## src/rtl/des_pkg.sv

```systemverilog
// Shared types and register map for the DES key-search scheduler.
// Optional IRQ output is enabled by defining DES_SCHED_IRQ_EN.
package des_pkg;

  typedef logic [63:0] key_t;

  typedef enum logic [1:0] {
    S_IDLE     = 2'd0,
    S_DISPATCH = 2'd1,
    S_DRAIN    = 2'd2,
    S_DONE     = 2'd3
  } state_t;

  // Word offsets (byte address >> 2)
  localparam logic [5:0] W_CTRL     = 6'h00;
  localparam logic [5:0] W_START_LO = 6'h02;
  localparam logic [5:0] W_START_HI = 6'h03;
  localparam logic [5:0] W_GOAL_LO  = 6'h04;
  localparam logic [5:0] W_GOAL_HI  = 6'h05;
  localparam logic [5:0] W_NCHUNK   = 6'h06;
  localparam logic [5:0] W_RES_LO   = 6'h08;
  localparam logic [5:0] W_RES_HI   = 6'h09;
  localparam logic [5:0] W_DONECNT  = 6'h0A;
  localparam logic [5:0] W_NCORES   = 6'h0B;

  localparam int CTRL_GO    = 0;
  localparam int CTRL_ABORT = 1;

  localparam int ST_BUSY    = 0;
  localparam int ST_FOUND   = 1;
  localparam int ST_DONE    = 2;
  localparam int ST_ABORTED = 3;

  function automatic logic [31:0] wmerge(
    input logic [31:0] old,
    input logic [31:0] wd,
    input logic [3:0]  be
  );
    logic [31:0] r;
    r = old;
    for (int b = 0; b < 4; b++) begin
      if (be[b]) r[8*b +: 8] = wd[8*b +: 8];
    end
    return r;
  endfunction

endpackage

```

## src/rtl/des_sched_regs.sv

```systemverilog
// ARM-side register file: decode, byte-strobed writes, ack/err.
// Config registers are frozen while a job is running.
module des_sched_regs
  import des_pkg::*;
#(
  parameter int N = 4
) (
  input  logic        clk,
  input  logic        resetn,
  input  logic [31:0] armaddr,
  input  logic [31:0] armwdata,
  input  logic        armwr,
  input  logic        armreq,
  input  logic [3:0]  armwstrb,
  output logic [31:0] armrdata,
  output logic        armack,
  output logic        armerr,
  input  logic [3:0]  status,
  input  key_t        result,
  input  logic [31:0] donecnt,
  output key_t        start,
  output key_t        goal,
  output logic [31:0] nchunk,
  output logic        go,
  output logic        abort,
  output logic        ctrl_wr
);

  logic [5:0]  word;
  logic        s_ctrl, s_stlo, s_sthi;
  logic        s_golo, s_gohi, s_nch;
  logic        s_rslo, s_rshi, s_dcnt, s_ncor;
  logic        valid, wr, cfg_wr;
  logic [31:0] rd_val;
  logic        unused_addr;

  assign word        = armaddr[7:2];
  assign unused_addr = ^{armaddr[31:8], armaddr[1:0]};

  always_comb begin
    s_ctrl = (word == W_CTRL);
    s_stlo = (word == W_START_LO);
    s_sthi = (word == W_START_HI);
    s_golo = (word == W_GOAL_LO);
    s_gohi = (word == W_GOAL_HI);
    s_nch  = (word == W_NCHUNK);
    s_rslo = (word == W_RES_LO);
    s_rshi = (word == W_RES_HI);
    s_dcnt = (word == W_DONECNT);
    s_ncor = (word == W_NCORES);
    valid  = |{s_ctrl, s_stlo, s_sthi, s_golo,
               s_gohi, s_nch, s_rslo, s_rshi,
               s_dcnt, s_ncor};
  end

  always_comb begin
    wr      = armreq & armwr;
    cfg_wr  = wr & ~status[ST_BUSY];
    ctrl_wr = wr & s_ctrl;
    // abort and go share byte 0; abort takes priority
    abort   = ctrl_wr & armwstrb[0]
            & armwdata[CTRL_ABORT];
    go      = ctrl_wr & armwstrb[0]
            & armwdata[CTRL_GO]
            & ~armwdata[CTRL_ABORT];
  end

  always_comb begin
    rd_val = '0;
    unique case (1'b1)
      s_ctrl: rd_val = {28'd0, status};
      s_stlo: rd_val = start[31:0];
      s_sthi: rd_val = start[63:32];
      s_golo: rd_val = goal[31:0];
      s_gohi: rd_val = goal[63:32];
      s_nch:  rd_val = nchunk;
      s_rslo: rd_val = result[31:0];
      s_rshi: rd_val = result[63:32];
      s_dcnt: rd_val = donecnt;
      s_ncor: rd_val = 32'(N);
      default: rd_val = '0;
    endcase
  end

  always_ff @(posedge clk) begin
    if (!resetn) begin
      armack   <= 1'b0;
      armerr   <= 1'b0;
      armrdata <= '0;
      start    <= '0;
      goal     <= '0;
      nchunk   <= '0;
    end else begin
      armack   <= armreq;
      armerr   <= armreq & ~valid;
      armrdata <= (armreq && !armwr) ? rd_val : '0;
      if (cfg_wr) begin
        unique case (1'b1)
          s_stlo: start[31:0] <=
            wmerge(start[31:0], armwdata, armwstrb);
          s_sthi: start[63:32] <=
            wmerge(start[63:32], armwdata, armwstrb);
          s_golo: goal[31:0] <=
            wmerge(goal[31:0], armwdata, armwstrb);
          s_gohi: goal[63:32] <=
            wmerge(goal[63:32], armwdata, armwstrb);
          s_nch: nchunk <=
            wmerge(nchunk, armwdata, armwstrb);
          default: ;
        endcase
      end
    end
  end

endmodule

```

## src/rtl/des_sched.sv

```systemverilog
// Chunk dispatcher for N DES cracker cores: FSM, issue and result capture.
// Define DES_SCHED_IRQ_EN to add the irq output.
module des_sched
  import des_pkg::*;
#(
  parameter int N      = 4,
  parameter int CHUNKW = 24
) (
  input  logic            clk,
  input  logic            resetn,
  input  logic [31:0]     armaddr,
  input  logic [31:0]     armwdata,
  input  logic            armwr,
  input  logic            armreq,
  input  logic [3:0]      armwstrb,
  output logic [31:0]     armrdata,
  output logic            armack,
  output logic            armerr,
  output logic [64*N-1:0] cstart,
  output logic [63:0]     goal,
  output logic [N-1:0]    crun,
  input  logic [N-1:0]    cbusy,
  input  logic [N-1:0]    chit,
  input  logic [64*N-1:0] cres
`ifdef DES_SCHED_IRQ_EN
  ,
  output logic            irq
`endif
);

  localparam int   IW   = (N > 1) ? $clog2(N) : 1;
  localparam key_t STEP = key_t'(1) << CHUNKW;

  state_t      state, state_n;
  key_t        start, result, next_key;
  logic [31:0] nchunk, remaining, donecnt;
  logic [31:0] nfall;
  logic        found, aborted;
  logic        go, abort, ctrl_wr;
  logic [N-1:0] crun_d, busy_q;
  logic [N-1:0] fall, hits, avail;
  logic [IW-1:0] pick, hit_idx;
  logic        can_pick, hit_any;
  logic        active, issue, job_load;
  logic [3:0]  status;

  des_sched_regs #(.N(N)) u_regs (
    .clk      (clk),
    .resetn   (resetn),
    .armaddr  (armaddr),
    .armwdata (armwdata),
    .armwr    (armwr),
    .armreq   (armreq),
    .armwstrb (armwstrb),
    .armrdata (armrdata),
    .armack   (armack),
    .armerr   (armerr),
    .status   (status),
    .result   (result),
    .donecnt  (donecnt),
    .start    (start),
    .goal     (goal),
    .nchunk   (nchunk),
    .go       (go),
    .abort    (abort),
    .ctrl_wr  (ctrl_wr)
  );

  assign active = (state == S_DISPATCH)
               || (state == S_DRAIN);
  assign status = {aborted, state == S_DONE,
                   found, active};

  // A core pulsed in the last two cycles may not show busy yet
  always_comb begin
    fall     = busy_q & ~cbusy;
    hits     = fall & chit;
    avail    = ~cbusy & ~crun & ~crun_d;
    can_pick = |avail;
    hit_any  = |hits;
    pick     = '0;
    hit_idx  = '0;
    nfall    = '0;
    for (int i = N - 1; i >= 0; i--) begin
      if (avail[i]) pick = IW'(i);
      if (hits[i])  hit_idx = IW'(i);
      nfall = nfall + 32'(fall[i]);
    end
  end

  always_ff @(posedge clk) begin
    if (!resetn) state <= S_IDLE;
    else         state <= state_n;
  end

  always_comb begin
    state_n = state;
    unique case (state)
      S_IDLE, S_DONE: begin
        if (go) begin
          state_n = (nchunk == 32'd0) ? S_DRAIN
                                      : S_DISPATCH;
        end
      end
      S_DISPATCH: begin
        if (abort || found || remaining == 32'd0)
          state_n = S_DRAIN;
      end
      S_DRAIN: begin
        if (cbusy == '0 && crun == '0 && crun_d == '0)
          state_n = S_DONE;
      end
      default: state_n = S_IDLE;
    endcase
  end

  always_comb begin
    job_load = go && (state == S_IDLE
                   || state == S_DONE);
    issue    = (state == S_DISPATCH) && !abort
            && !found && !hit_any
            && (remaining != 32'd0) && can_pick;
  end

  always_ff @(posedge clk) begin
    if (!resetn) begin
      crun      <= '0;
      crun_d    <= '0;
      busy_q    <= '0;
      cstart    <= '0;
      next_key  <= '0;
      remaining <= '0;
      donecnt   <= '0;
      result    <= '0;
      found     <= 1'b0;
      aborted   <= 1'b0;
    end else begin
      crun   <= '0;
      crun_d <= crun;
      busy_q <= cbusy;
      if (job_load) begin
        next_key  <= start;
        remaining <= nchunk;
        donecnt   <= '0;
        found     <= 1'b0;
        aborted   <= 1'b0;
      end else begin
        if (issue) begin
          crun[pick] <= 1'b1;
          cstart[64*int'(pick) +: 64] <= next_key;
          next_key  <= next_key + STEP;
          remaining <= remaining - 32'd1;
        end
        if (active) begin
          donecnt <= donecnt + nfall;
          if (hit_any && !found) begin
            found  <= 1'b1;
            result <= cres[64*int'(hit_idx) +: 64];
          end
          if (abort) aborted <= 1'b1;
        end
      end
    end
  end

`ifdef DES_SCHED_IRQ_EN
  always_ff @(posedge clk) begin
    if (!resetn)
      irq <= 1'b0;
    else if (state_n == S_DONE && state != S_DONE)
      irq <= 1'b1;
    else if (ctrl_wr)
      irq <= 1'b0;
  end
`else
  logic unused_ctrl;
  assign unused_ctrl = ctrl_wr;
`endif

endmodule
```

## config.mk

```make
export PLATFORM = sky130hd
export DESIGN_NAME = des_sched
export DESIGN_NICKNAME = d
export VERILOG_FILES = /design/src/rtl/des_pkg.sv /design/src/rtl/des_sched_regs.sv /design/src/rtl/des_sched.sv
export SDC_FILE = /design/constraint.sdc
export NUM_CORES = 2
export LEC_CHECK = 0
export CAP_MARGIN = 5
export CELL_PAD_IN_SITES_DETAIL_PLACEMENT = 0
export CELL_PAD_IN_SITES_GLOBAL_PLACEMENT = 1
export CORE_ASPECT_RATIO = 0.8
export CORE_UTILIZATION = 38
export CTS_BUF_LIST = sky130_fd_sc_hd__clkbuf_16
export DETAILED_ROUTE_END_ITERATION = 16
export GPL_TIMING_DRIVEN = 0
export PLACE_DENSITY = 0.95
export SLEW_MARGIN = 25
export SYNTH_ARGS = -nofsm -noshare
export SYNTH_HDL_FRONTEND = slang
export SYNTH_SLANG_ARGS = --single-unit
```

## constraint.sdc

```tcl
create_clock -name clk -period 5.57 [get_ports clk]
set_input_delay 1.114 -clock clk [delete_from_list [all_inputs] [get_ports clk]]
set_output_delay 1.114 -clock clk [all_outputs]
set_load 0.02 [all_outputs]
```

== Word-level counts from Yosys, hierarchy flattened ==
Cells that the tools add are included.
Storage, ports and cells
  flip-flop bits (word level): 658
  logic and storage cells: 163
Operators by class
  equality and inequality tests: 15
  $lt $le $gt $ge: 2
  bitwise gates (word level): 21
  multiplexer cells: 21
  reduce and logical (&&, ||, !) cells: 60
  shift-type cells: 3
  add/subtract/negate cells: 7
Operator list (count)
  $pmux 32 s10: 1
  $bwmux 256: 1
  $shift 64x33->256 const A: 1
  $shiftx 256x9->64: 1
  $shiftx 64x33->256: 1
  $mux 64: 2
  $reduce_and 3->1: 22
  $add 64x25->64 const B: 1
  $logic_not 32->1: 2
  $mux 32: 2
  $neg 8->33: 1
  $add 32x4->32: 1
  $reduce_bool 32->1: 1
  $sub 32x1->32 const B: 1
  $eq 6x4->1 const B: 4
  $mux 2: 12
  $eq 6x3->1 const B: 3
  $and 4x4->4: 4
  $eq 6x2->1 const B: 2
  $logic_not 4->1: 3
  $not 4->4: 3
  $logic_and 1x1->1: 11
  $reduce_or 10->1: 1
  $and 1x1->1: 8
  22 further kinds: 40

== Depth between registers and ports, before layout ==
  depth after elaboration: 12
  depth in mapped cells: 13
  depth with buffers taken out: 11

== By module ==
A second synthesis with hierarchy kept.
Second synthesis, totals
  cells, all modules: 2885
  area total of the unflattened synthesis: 28756.3 um^2
By module, submodules not included
  des_sched: area an instance 19950.4 um^2, cells an instance 2045, instances 1
  des_sched_regs: area an instance 8805.9 um^2, cells an instance 840, instances 1

== Worst setup path after synthesis ==
OpenSTA, ideal clock, no wires.
  path kind: input-to-reg
  start: in cbusy[0]
  end: reg donecnt[28]
  stages: 11
  setup time: 0.117 ns
  data arrival time: 3.319 ns
  setup slack: 2.134 ns
  required time: 5.453 ns
  path buffers: 0
  cell sequence: nand2b_1 fa_1 inv_1 fa_1 fa_1 and2_1 nand4_1 nor2_1 and4_1 xnor2_1 nor2_1
Between the ends
  word-level cells in the longest chain between the ends: 4
RTL lines
  start, declared: line des_sched.sv:22  | input logic [N-1:0] cbusy,
  $not 4->4: line des_sched.sv:76  | fall = busy_q & ~cbusy;
  $and 4x4->4: line des_sched.sv:76
  $add 3x1->4: line des_sched.sv:87  | nfall = nfall + 32'(fall[i]);
  $add 32x4->32: line des_sched.sv:155  | donecnt <= donecnt + nfall;
  end signal, assigned: line des_sched.sv:155
  end, declared: line des_sched.sv:36  | logic [31:0] nchunk, remaining, donecnt;
Every way passes these cells.
A chain may end at the register's enable or synchronous reset.

== Worst setup path after layout ==
  start: in cbusy[2]
  end: reg result[28]
Between the ends
  word-level cells in the longest chain between the ends: 7
  elaborated cells on any way between the ends: 10
RTL lines
  $not 4->4 (*): line des_sched.sv:76
  $and 4x4->4 (*): line des_sched.sv:76
  $and 4x4->4 (*): line des_sched.sv:77  | hits = fall & chit;
  $mux 2 (3 in a row): line des_sched.sv:86  | if (hits[i]) hit_idx = IW'(i);
  $shiftx 256x9->64: line des_sched.sv:158  | result <= cres[64*int'(hit_idx) +: 64];
  end signal, assigned: line des_sched.sv:158
  end, declared: line des_sched.sv:35  | key_t start, result, next_key;
Mark *: on every way between the ends. The rest lies on a longest branch, timed or not.

==> flow_summary.yaml <==
sta:
  fin_skew_ps: 24.3
  slew_headroom_pct: 25.0
  rsz0062_at_grt: "false"
  max_freq_mhz: 239
  finalHoldViolCount: 0
  worst_pin_slew_ps: 1120
  setup_viol: 0
  fin_tns_setup_ps: 0
  fin_crit_sh_pct: 75.2
  slew_viol_final: 0
  finalCriticalPeriod_ps: 4190
setup_path:
  cp.arrival_ps: 4680
  cp_cell_sequence: "clkdlybuf4s50_1, nand3b_1, a32o_1, nand2_1, buf_1, clkbuf_1, buf_1, nand3_1, o21ai_0, o22ai_1"
  crit_path_end_kind: "flip-flop"
  crit_buf_inv: 4
  crit_slowest_cell: "buf_1"
  crit_end: "result[28]"
  rrSetupSlack_ps: 2130
  worstReg2RegStart: "crun[2]"
  critPathMaxStageDelay_ps: 580
  path_delay_family: "buffers and inverters"
  r2r_cells: 9
  startpoint: "cbusy[2]"
  crit_path_max_fanout: 10
  r2r-end: "cstart[58]"
  crit_cells: 10
  critPathKind: "in -> reg"
  start_kind: "input pin"
  crit_top_cell: "buf_1"
  crit_required_ps: 6060
power_and_ir_drop:
  p_sw_share_pct: 25.2
  ir_drop_uv: 199
  p_int_mw: 7.68
  p_leak_nw: 13.5
  power_density_nw_per_um2: 257
  clkPwrFrac_pct: 46.0
  seqPwrFrac_pct: 46.0
  pwr-share-comb_pct: 8.0
  p_sw_mw: 2.59
global_routing:
  grt_first_pass_wirelength_um: 190000
  grt_pass1_vias: 28600
  antenna_found_initial: 13
  grt_max_degree: 15
  grt_util_all_layers_pct: 32.3
  grt_overflow: 0
route:
  ant_nets: 0
  wl_per_cell_um: 24.5
  drt-pass1-iter-count: 7
  drc: 0
  vias: 30900
  wl_um: 133000
  drt_first_iter_violations: 3854
  avgViaCountPerCell: 5.67
cts:
  clock_path_buffers: 3
  root_buffer: "clkbuf_16"
  clk_pin_slew_worst_paths_ps: 60
  tritoncts: "done"
  cts_sinks: 658
  cts_buffers: 72
  clk_latency_ps: 640
  postCtsSetupRepairBufs: 0
  htreeDepth: 3
  ctsResizeCount: 0
  hold_buffers: 0
placement:
  place.gp.congestion: 0.985
  portBuffers: 665
  hpwl_um: 106000
  dpl.cell_count: 5305
die:
  die_y_um: 252
  ioPinCount: 694
  start_util_pct: 38.4
  fp.dieW_um: 314
  dieArea_sq_um: 79100
  num_rows: 91
  design.core.area_sq_um: 77100
layout:
  fill_cells: 7408
  area.growth.synth_to_final_pct: 34.8
  fin_nets: 4709
  regArea_sq_um: 13200
  multiInputGateArea_sq_um: 15100
  drive_gt1_share_pct: 4.21
  final_cells: 5445
synthesis:
  ys_ff_latch: 658
  yosysWarnings: 0
  synth_top_cell_area_share_pct: 44.5
  ys_seq_area_share_pct: 44.5
  synth.most_common_cell: "dfxtp_1"
  synthCells: 3615
  syn-num-nets: 3968
  synthXorXnorAreaFrac_pct: 2.69
  synthAdderAreaFrac_pct: 0.794
  synth-edff-count: 0
  synth_compound_area_share_pct: 12.8
  yosys.area_share.simple_pct: 26.1
  avgSynthCellArea_sq_um: 8.20
  synth_top_area_cell: "dfxtp_1"
  syn_area_sq_um: 29600
  synth_top_family_by_area: "simple AND/OR/NAND/NOR gates"
  yosys-top-cells-count: "658 x dfxtp_1, 626 x nand2_1, 365 x o21ai_0, 282 x nand4_1, 258 x nor2_1"
  synthTopCellsByArea: "dfxtp_1 44%, nand2_1 7.9%, mux2i_1 7.7%"
  yosysUniqueCellTypes: 57
  ys.flop_type: "dfxtp_1"
  synthMuxAreaShare_pct: 8.31
  async_reset_ff_share_pct: 0
status:
  status: "complete, no violations"
flow_run:
  maxCapViolations: 0
hold_path:
  min_path_type: "reg -> reg"
placed cells by master, fill, tap and decap left out, drive strengths merged, types with 3 or more instances in the layout:
cell type	n
mux2	3
ha	14
o22ai	60
mux4	6
nor2	258
xnor2	50
bufinv	5
nand4	283
a222oi	29
and3	32
xor2	41
nand3b	4
inv	31
a21boi	24
nor4	25
clkdlybuf4s50	665
nor2b	170
nand3	99
nor3	42
and4	8
nand2b	7
clkbuf	327
dfxtp	658
a211o	3
diode	8
a21oi	94
or3	5
a22oi	3
and2	18
fa	3
a22o	14
mux2i	229
nand2	626
clkinvlp	5
buf	69
or4	4
nor3b	4
clkinv	34
o21ai	445
metrics by stage:
stage	worst slack [ps]	hold slack [ps]	power [mW]	instance area [sq um]	utilization (%)
6_report	1380	447	10.3	39900	51.8
5_1_grt	1180	468	10.5	39900	51.8
4_1_cts	1420	448	10.3	39900	51.8
3_5_place_dp	782	440	5.62	37600	48.8
3_3_place_gp	233	436	5.62	37600	48.7
2_1_floorplan	2130	434	5.16	29600	-
power groups by stage:
stage	registers (mW)	clock network, mW	logic, mW
after detailed placement	4.82	0	0.799
after CTS	4.72	4.75	0.804
after global routing	4.72	4.95	0.860
after global placement	4.82	0	0.797
final	4.72	4.73	0.822
after floorplan	4.82	0	0.335
sequential cells by signal, indices dropped and copies added (netlist names), 32 cells and up:
name	flops
u_regs.start	64
donecnt	32
remaining	32
cstart	256
u_regs.nchunk	32
next_key	64
result	64
u_regs.armrdata	32
u_regs.goal	64
kinds of logic (layout without fill, tap and decap cells):
logic type / count (synthesis) / after routing
buffers and inverters: 337 / 1136
multiplexers: 238 / 238
flip-flops: 658 / 658
AND/OR/NAND/NOR: 1592 / 1592
adder cells (fa/ha/maj): 17 / 17
XOR/XNOR: 91 / 91
AO/OA/AOI/OAI: 682 / 682
other: 0 / 8
cell type report:
type,instances,share of cell area [%]
Timing Repair Buffer,667,16.7
Clock buffer,73,4.57
Buffer,321,3.43
Tap cell,1023,3.21
Sequential cell,658,33.0
Multi-Input combinational cell,2620,37.7
Clock inverter,59,1.17
Antenna cell,8,0.0501
Inverter,16,0.150
worst reg2reg max path, delay by kind of cell, from the launching register on:
| family | cells | cell delay, ps |
|---|---|---|
| AOI/OAI and AO/OA | 2 | 660 |
| DFF | 1 | 320 |
| buffers and inverters | 2 | 1090 |
| and+or+nand+nor | 4 | 920 |
| adders and majority gates | 1 | 390 |
per-layer routing:
metal  vias up  track usage (%)  part of all wire [%]
li1      14200                -                     -
met1     14700             42.3                    40
met2      1710             53.0                    47
met3       255             7.14                    10
met4        10             9.45                   3.0
met5         -                0                 0.050
how the worst min path moves through the flow:
| stage | from | endpoint | cells after the start | slack (ps) |
|---|---|---|---|---|
| 5_1_grt | cstart[126] | cstart[126] | 2 | 470 |
| 3_5_place_dp | cstart[252] | cstart[252] | 2 | 440 |
| 3_3_place_gp | cstart[176] | cstart[176] | 2 | 440 |
| 6_report | cstart[252] | cstart[252] | 2 | 450 |
| 2_1_floorplan | u_regs.start[62] | next_key[62] | 2 | 430 |
| 4_1_cts | cstart[252] | cstart[252] | 2 | 450 |
No activity file was read; power rests on OpenSTA's default activity.
